### config.mk
export PLATFORM = sky130hd
export DESIGN_NAME = pair_serializer
export DESIGN_NICKNAME = d
export VERILOG_FILES = /design/src/rtl/pair_serializer.sv
export SDC_FILE = /design/constraint.sdc
export NUM_CORES = 1
export LEC_CHECK = 0
export CAP_MARGIN = 10
export CORE_MARGIN = 1.5
export CORE_UTILIZATION = 45
export CTS_BUF_LIST = sky130_fd_sc_hd__clkbuf_4
export CTS_CLUSTER_SIZE = 28
export DETAILED_ROUTE_END_ITERATION = 8
export GPL_ROUTABILITY_DRIVEN = 0
export PLACE_DENSITY = 0.66
export SLEW_MARGIN = 20
export SYNTH_ARGS = -nofsm -noshare
export SYNTH_HDL_FRONTEND = slang
export SYNTH_SLANG_ARGS = --single-unit
export TNS_END_PERCENT = 5
### constraint.sdc
create_clock -name clk -period 7.7 [get_ports clk]
set_input_delay 1.54 -clock clk [delete_from_list [all_inputs] [get_ports clk]]
set_output_delay 1.54 -clock clk [all_outputs]
set_load 0.01 [all_outputs]
### src/rtl/pair_serializer.sv
// Pair serializer: FIFO-buffered 16-bit char pairs out as a byte stream.
// Optional newline byte after each line end: PAIR_SERIALIZER_NEWLINE_EN.
module pair_serializer #(
    parameter int          DEPTH    = 4,
    parameter logic [7:0]  PAD_CHAR = 8'h20,
    parameter int          CNT_W    = 16
) (
    input  logic             clk,
    input  logic             rst,
    input  logic             in_valid,
    output logic             in_ready,
    input  logic [15:0]      in_pair,
    input  logic             in_last,
    output logic             out_valid,
    input  logic             out_ready,
    output logic [7:0]       out_char,
    output logic             out_eol,
    output logic             busy,
    output logic [CNT_W-1:0] byte_count
);

    localparam int          AW   = $clog2(DEPTH);
    localparam logic [AW:0] FULL = (AW+1)'(DEPTH);

    typedef enum logic [1:0] {
        IDLE,
        LHS,
        RHS
`ifdef PAIR_SERIALIZER_NEWLINE_EN
        , NL
`endif
    } state_t;

    state_t        state, state_n;
    logic [16:0]   mem [DEPTH];
    logic [AW-1:0] wr_ptr, rd_ptr;
    logic [AW:0]   count;
    logic          push, pop;
    logic [16:0]   head;
    logic          head_pad;
    logic [7:0]    rhs_q, rhs_n;
    logic          last_q, last_n;
    logic          valid_n, eol_n;
    logic [7:0]    char_n;

    assign in_ready = (count < FULL);
    assign push     = in_valid & in_ready;
    assign busy     = (count != '0) | (state != IDLE);
    assign head     = mem[rd_ptr];
    assign head_pad = (head[15:0] == {PAD_CHAR, PAD_CHAR}) & ~head[16];

    always_comb begin
        state_n = state;
        valid_n = out_valid;
        char_n  = out_char;
        eol_n   = out_eol;
        rhs_n   = rhs_q;
        last_n  = last_q;
        pop     = 1'b0;
        unique case (state)
            IDLE: begin
                if (count != '0) begin
                    pop = 1'b1;
                    // all-padding words without a line end vanish here
                    if (!head_pad) begin
                        char_n  = head[15:8];
                        valid_n = 1'b1;
                        eol_n   = 1'b0;
                        rhs_n   = head[7:0];
                        last_n  = head[16];
                        state_n = LHS;
                    end
                end
            end
            LHS: begin
                if (out_ready) begin
                    char_n  = rhs_q;
`ifdef PAIR_SERIALIZER_NEWLINE_EN
                    eol_n   = 1'b0;
`else
                    eol_n   = last_q;
`endif
                    state_n = RHS;
                end
            end
            RHS: begin
                if (out_ready) begin
`ifdef PAIR_SERIALIZER_NEWLINE_EN
                    if (last_q) begin
                        char_n  = 8'h0A;
                        eol_n   = 1'b1;
                        state_n = NL;
                    end else
`endif
                    begin
                        valid_n = 1'b0;
                        eol_n   = 1'b0;
                        state_n = IDLE;
                    end
                end
            end
`ifdef PAIR_SERIALIZER_NEWLINE_EN
            NL: begin
                if (out_ready) begin
                    valid_n = 1'b0;
                    eol_n   = 1'b0;
                    state_n = IDLE;
                end
            end
`endif
            default: state_n = IDLE;
        endcase
    end

    always_ff @(posedge clk) begin
        if (push) mem[wr_ptr] <= {in_last, in_pair};
    end

    always_ff @(posedge clk) begin
        if (rst) begin
            state      <= IDLE;
            wr_ptr     <= '0;
            rd_ptr     <= '0;
            count      <= '0;
            out_valid  <= 1'b0;
            out_char   <= 8'h00;
            out_eol    <= 1'b0;
            rhs_q      <= 8'h00;
            last_q     <= 1'b0;
            byte_count <= '0;
        end else begin
            state     <= state_n;
            out_valid <= valid_n;
            out_char  <= char_n;
            out_eol   <= eol_n;
            rhs_q     <= rhs_n;
            last_q    <= last_n;
            if (push) wr_ptr <= wr_ptr + AW'(1);
            if (pop)  rd_ptr <= rd_ptr + AW'(1);
            if (push && !pop)
                count <= count + (AW+1)'(1);
            else if (pop && !push)
                count <= count - (AW+1)'(1);
            if (out_valid && out_ready)
                byte_count <= byte_count + CNT_W'(1);
        end
    end

endmodule

# Word level (Yosys, flattened, before mapping)
# Memory sizes are Yosys's and may differ from the RTL's. A register that Yosys moved wholly into a read port is not among the register bits.
# Index checks and enable logic that the tools add are counted.
# classes
addsub	5
multipliers	0
div_mod_pow	0
order_cmp	1
n_eq_ne	7
shifts	0
muxes	25
bitwise_logic	5
n_reduce_logical	17
# ops
operator	n
two-way mux 8 bit	3
adder 16 x 1 -> 16 bit, second input constant	1
equality test 16 x 14 -> 1 bit, second input constant	1
case mux 8 bit (2 select lines)	1
two-way mux 2 bit	6
AND reduction 4 bit	3
two-way mux 1 bit	10
inequality test 2 bit, second input constant	4
nonzero test 2 bit	4
two-way mux 3 bit	2
case mux 2 bit (3 select lines)	1
nonzero test 3 bit	2
AND reduction 5 bit	1
adder 2 x 1 -> 2 bit, second input constant	2
adder 3 x 1 -> 3 bit, second input constant	1
logical AND 1 bit	3
less-than comparator 3 bit, second input constant	1
case mux 1 bit (3 select lines)	1
AND reduction 3 bit	1
subtractor 3 x 1 -> 3 bit, second input constant	1
AND 1 bit	2
equality test 2 x 1 -> 1 bit, second input constant	1
equality test 2 bit, second input constant	1
logical NOT 1 bit	2
4 further kinds	5
# totals
ff_bits	44
latchBits	0
ramBits	68
romBits	0
input_bits	21
out_inout_bits	28
elab_cells	71
mem_count	1
# memory_table
memory	words	word_bits	read_ports	rd_ports_with_merged_regs	wr	line_no	text
mem	4	17	1	1	1	35	logic [16:0] mem [DEPTH];

# Depth between registers and ports, before layout
# logic_depth
depth_word	6
depth_mapped	9
mapped_depth_nobuf	9

# Least setup slack after synthesis
# OpenSTA, ideal clock, no wires.
# synth_timing
path_type	input to register
from	input port in_valid
to	register count[2]
setup_ns	0.070
arrival_time_ns	3.050
required_ns	7.630
slack_ns	4.579
cell_stages	8
path_buffers	1
path_cell_list	nor2b_1 -> clkbuf_1 -> ha_1 -> inv_1 -> fa_1 -> xor2_1 -> or3_1 -> a21oi_1
# synth_via
elab_chain_len	4
elab_cells_between_ends	6
classes_between	1 x mux; 1 x bitwise; 4 x reduce/logical
# synth_lines
item	line_no	text
start: declaration	10	input logic in_valid,
AND 1 bit (*)	47	assign push = in_valid & in_ready;
via push	38	logic push, pop;
logical NOT 1 bit	142	else if (pop && !push)
logical AND 1 bit	142	
nonzero test 2 bit (no source line)	n/a	
end signal: assignment	141	count <= count + (AW+1)'(1);
end signal: assignment	143	count <= count - (AW+1)'(1);
end: declaration	37	logic [AW:0] count;
# Mark *: on every way through the listed nets, which the timed path passes. The rest lies on a longest branch.
# A chain may end at the register's enable or synchronous reset.

# Final worst setup path
# layout_timing
from	input port in_valid
to	register count[2]
# layout_via
elab_chain_len	4
elab_cells_between_ends	6
classes_between	1 x mux; 1 x bitwise; 4 x reduce/logical
# layout_lines
item	line_no
AND 1 bit (*)	47
logical NOT 1 bit	142
logical AND 1 bit	142
nonzero test 2 bit (no source line)	n/a
# Mark *: on every way between the ends. The rest lies on a longest branch, timed or not.

==> results.md <==
* IO Pins at 49
* Area of the die at 11000 um2
* # resized after CTS at 0
* Root Driver: clkbuf_4
* DRT Wirelength at 8250 um
* Reg clk slew, reported paths at 0.11 ns
* Post-CTS Hold Buffers at 0
* H-tree depth at 4
* Setup bufs post-CTS at 0
* DRC Markers at 0
* Pwr per Cell Area at 323 nW/um2
* CTS tree: yes
* Crit share post-route at 42.9%
* Register bit total from synthesis at 114
* RSZ-0062 raised after global routing: no
* Worst slew pin tran at 0.942 ns
* CP Launch Type: input pin
* Setup TNS at 0 ns
* Syn_nets at 378
* CTS max path bufs at 2
* Die Y at 105 um
* Distinct cells, synth at 38
* Max Clock Skew at 0.0218 ns
* Crit path DAT at 3.74 ns
* Core ar. at 10200 um2
* Drt wl/cell at 15.0 um
* Seq/Total Area, Yosys at 63.4%
* Initial antenna violation count at 0
* Internal power at 1230 uW
* Required time of the critical path at 8.14 ns
* Placed insts at 519
* Hold WS at 0.472 ns
* Post-DP HPWL at 5350 um
* Share of cells above drive strength 1 at 13.0%
* Worst Path Max Fanout at 8
* Logic pwr share at 27.8%
* Ant. Diodes at 0
* Grt total ovfl at 0
* Worst Setup End Kind: flip-flop
* First-pass GRT wire length at 13800 um
* Clock Sinks at 114
* Clk network pwr share at 27.5%
* Flop pwr share at 44.7%
* Final number of setup-violating endpoints at 0
* Max Slew Vio Count at 0
* Net Sw Frac at 31.8%
* CTS Buf Count at 17
* Post-route ant nets at 0
* Rel. slew slack at 37.2%
* Maxcap violations at 0
* Via density per instance at 5.04
* DRT Pass-1 Iters at 4
* Total GRT Usage at 16.4%
* Worst skew pair latency at 0.51 ns
* Status: complete, no violations
* Fin crit period at 3.30 ns
* Post-Syn Area per Cell at 13.4 um2
* Nets@finish at 430
* Syn Inst Count at 350
* Vias post-DR at 2777
* WS Path Type: in2reg
* Mapped cell area at 4670 um2
* Buffers on Ports at 48
* LEAKAGE at 0.00194 uW
* Cell Rows at 37
* Post-route insts no fill at 551
* Worst vdd ir at 0.000129 V
* Final hold vios at 0
* Most common cell after layout, fill and taps aside: edfxtp_1
* Fmax at 303 MHz
* Commonest cells after routing, fill and taps aside: edfxtp_1, nand2_1, clkdlybuf4s50_1
* Synthesis Warnings at 0
* Worst Hold Class: reg2reg
* Initial Utilization at 45.9%
* Initial DRC Count at 143
* NetSw at 573 uW
* Vias in the first global route at 2784
* Largest net degree at the start of global routing at 33
* Area grow syn2layout at 19.2%
* Die W at 105 um
## sequential cells by signal, summed over array words and instances (netlist names), named ones only
signal,flops
out_eol,1
mem,68
state,2
count,3
wr_ptr,2
out_char,8
last_q,1
out_valid,1
rd_ptr,2
rhs_q,8
byte_count,16
## power groups by stage
stage	registers, uW	clock network [uW]	logic, uW
3_5_place_dp	821	0	505
4_1_cts	807	504	507
5_1_grt	819	527	555
6_report	805	496	501
3_3_place_gp	816	0	495
2_1_floorplan	805	0	369
## worst paths after layout
check | startpoint | end | slack, ns | depth (start not counted)
max | in_valid | count[2] | 4.40 | 8
min reg2reg | rhs_q[0] | rhs_q[0] | 0.47 | 2
min | rhs_q[0] | rhs_q[0] | 0.47 | 2
max reg2reg | flip-flop | out_char[3] | 4.73 | 6
## metrics by stage
stage	utilization [%]	setup WS, ns	cell area (um2)	power, uW
final	54.7	4.40	5570	1800
after detailed placement	51.6	3.87	5250	1330
after global routing	54.7	4.23	5570	1900
after CTS	54.7	4.38	5570	1820
after floorplan	-	4.58	4670	1170
after global placement	51.6	3.95	5250	1310
## final cells by class
cell class	count	area, um2
clock inverter	15	195
clock buffer	17	128
inverter	9	33.8
tap	136	170
sequential	114	2960
timing repair buffer	50	495
multi-input combinational	210	1590
fill	850	4610
## metal layers
| layer | wire (um) | global-route usage, % | vias to the layer above |
|---|---|---|---|
| li1 | - | - | 1368 |
| met1 | 3910 | 21.8 | 1341 |
| met2 | 3900 | 25.4 | 58 |
| met3 | 322 | 4.62 | 10 |
| met4 | 115 | 6.75 | 0 |
| met5 | 0 | 0 | - |
## critical path, cell delays in order
cell and delay, ns:
clkdlybuf4s50_1 0.46, nor2b_1 0.43, ha_1 0.27, inv_1 0.06
fa_1 0.37, xor2_1 0.16, or3_1 0.30, a21oi_1 0.15
## cell families after synthesis
| family | synth area share (%) |
|---|---|
| buffers and inverters | 2.62 |
| DFF | 63.4 |
| AOI/OAI and AO/OA | 3.11 |
| adders and majority gates | 2.03 |
| muxes | 12.7 |
| and+or+nand+nor | 13.3 |
| xor gates and xnor gates | 2.81 |
## synthesized netlist by cell type, drive strengths merged
cell | instances | share of area (%)
o41ai | 1 | 0.59
nor2b | 6 | 0.80
o21ai | 8 | 0.86
nor4b | 3 | 1.0
mux2 | 2 | 0.64
mux4 | 17 | 8.4
nand2b | 2 | 0.27
nand3 | 7 | 0.86
clkbuf | 14 | 1.1
nand4 | 2 | 0.27
and4 | 1 | 0.19
xnor2 | 9 | 1.7
nor2 | 21 | 1.7
dfxtp | 46 | 20
and3 | 2 | 0.27
buf | 3 | 0.78
nor4 | 6 | 0.94
and2 | 4 | 0.54
ha | 6 | 1.6
or3 | 6 | 0.80
mux2i | 17 | 3.6
xor2 | 6 | 1.1
inv | 9 | 0.72
a41o | 1 | 0.21
nor3 | 6 | 0.64
edfxtp | 68 | 44
nand2 | 63 | 5.1
o21a | 1 | 0.16
fa | 1 | 0.43
a21oi | 12 | 1.3
(Power assumes the default switching activity.)
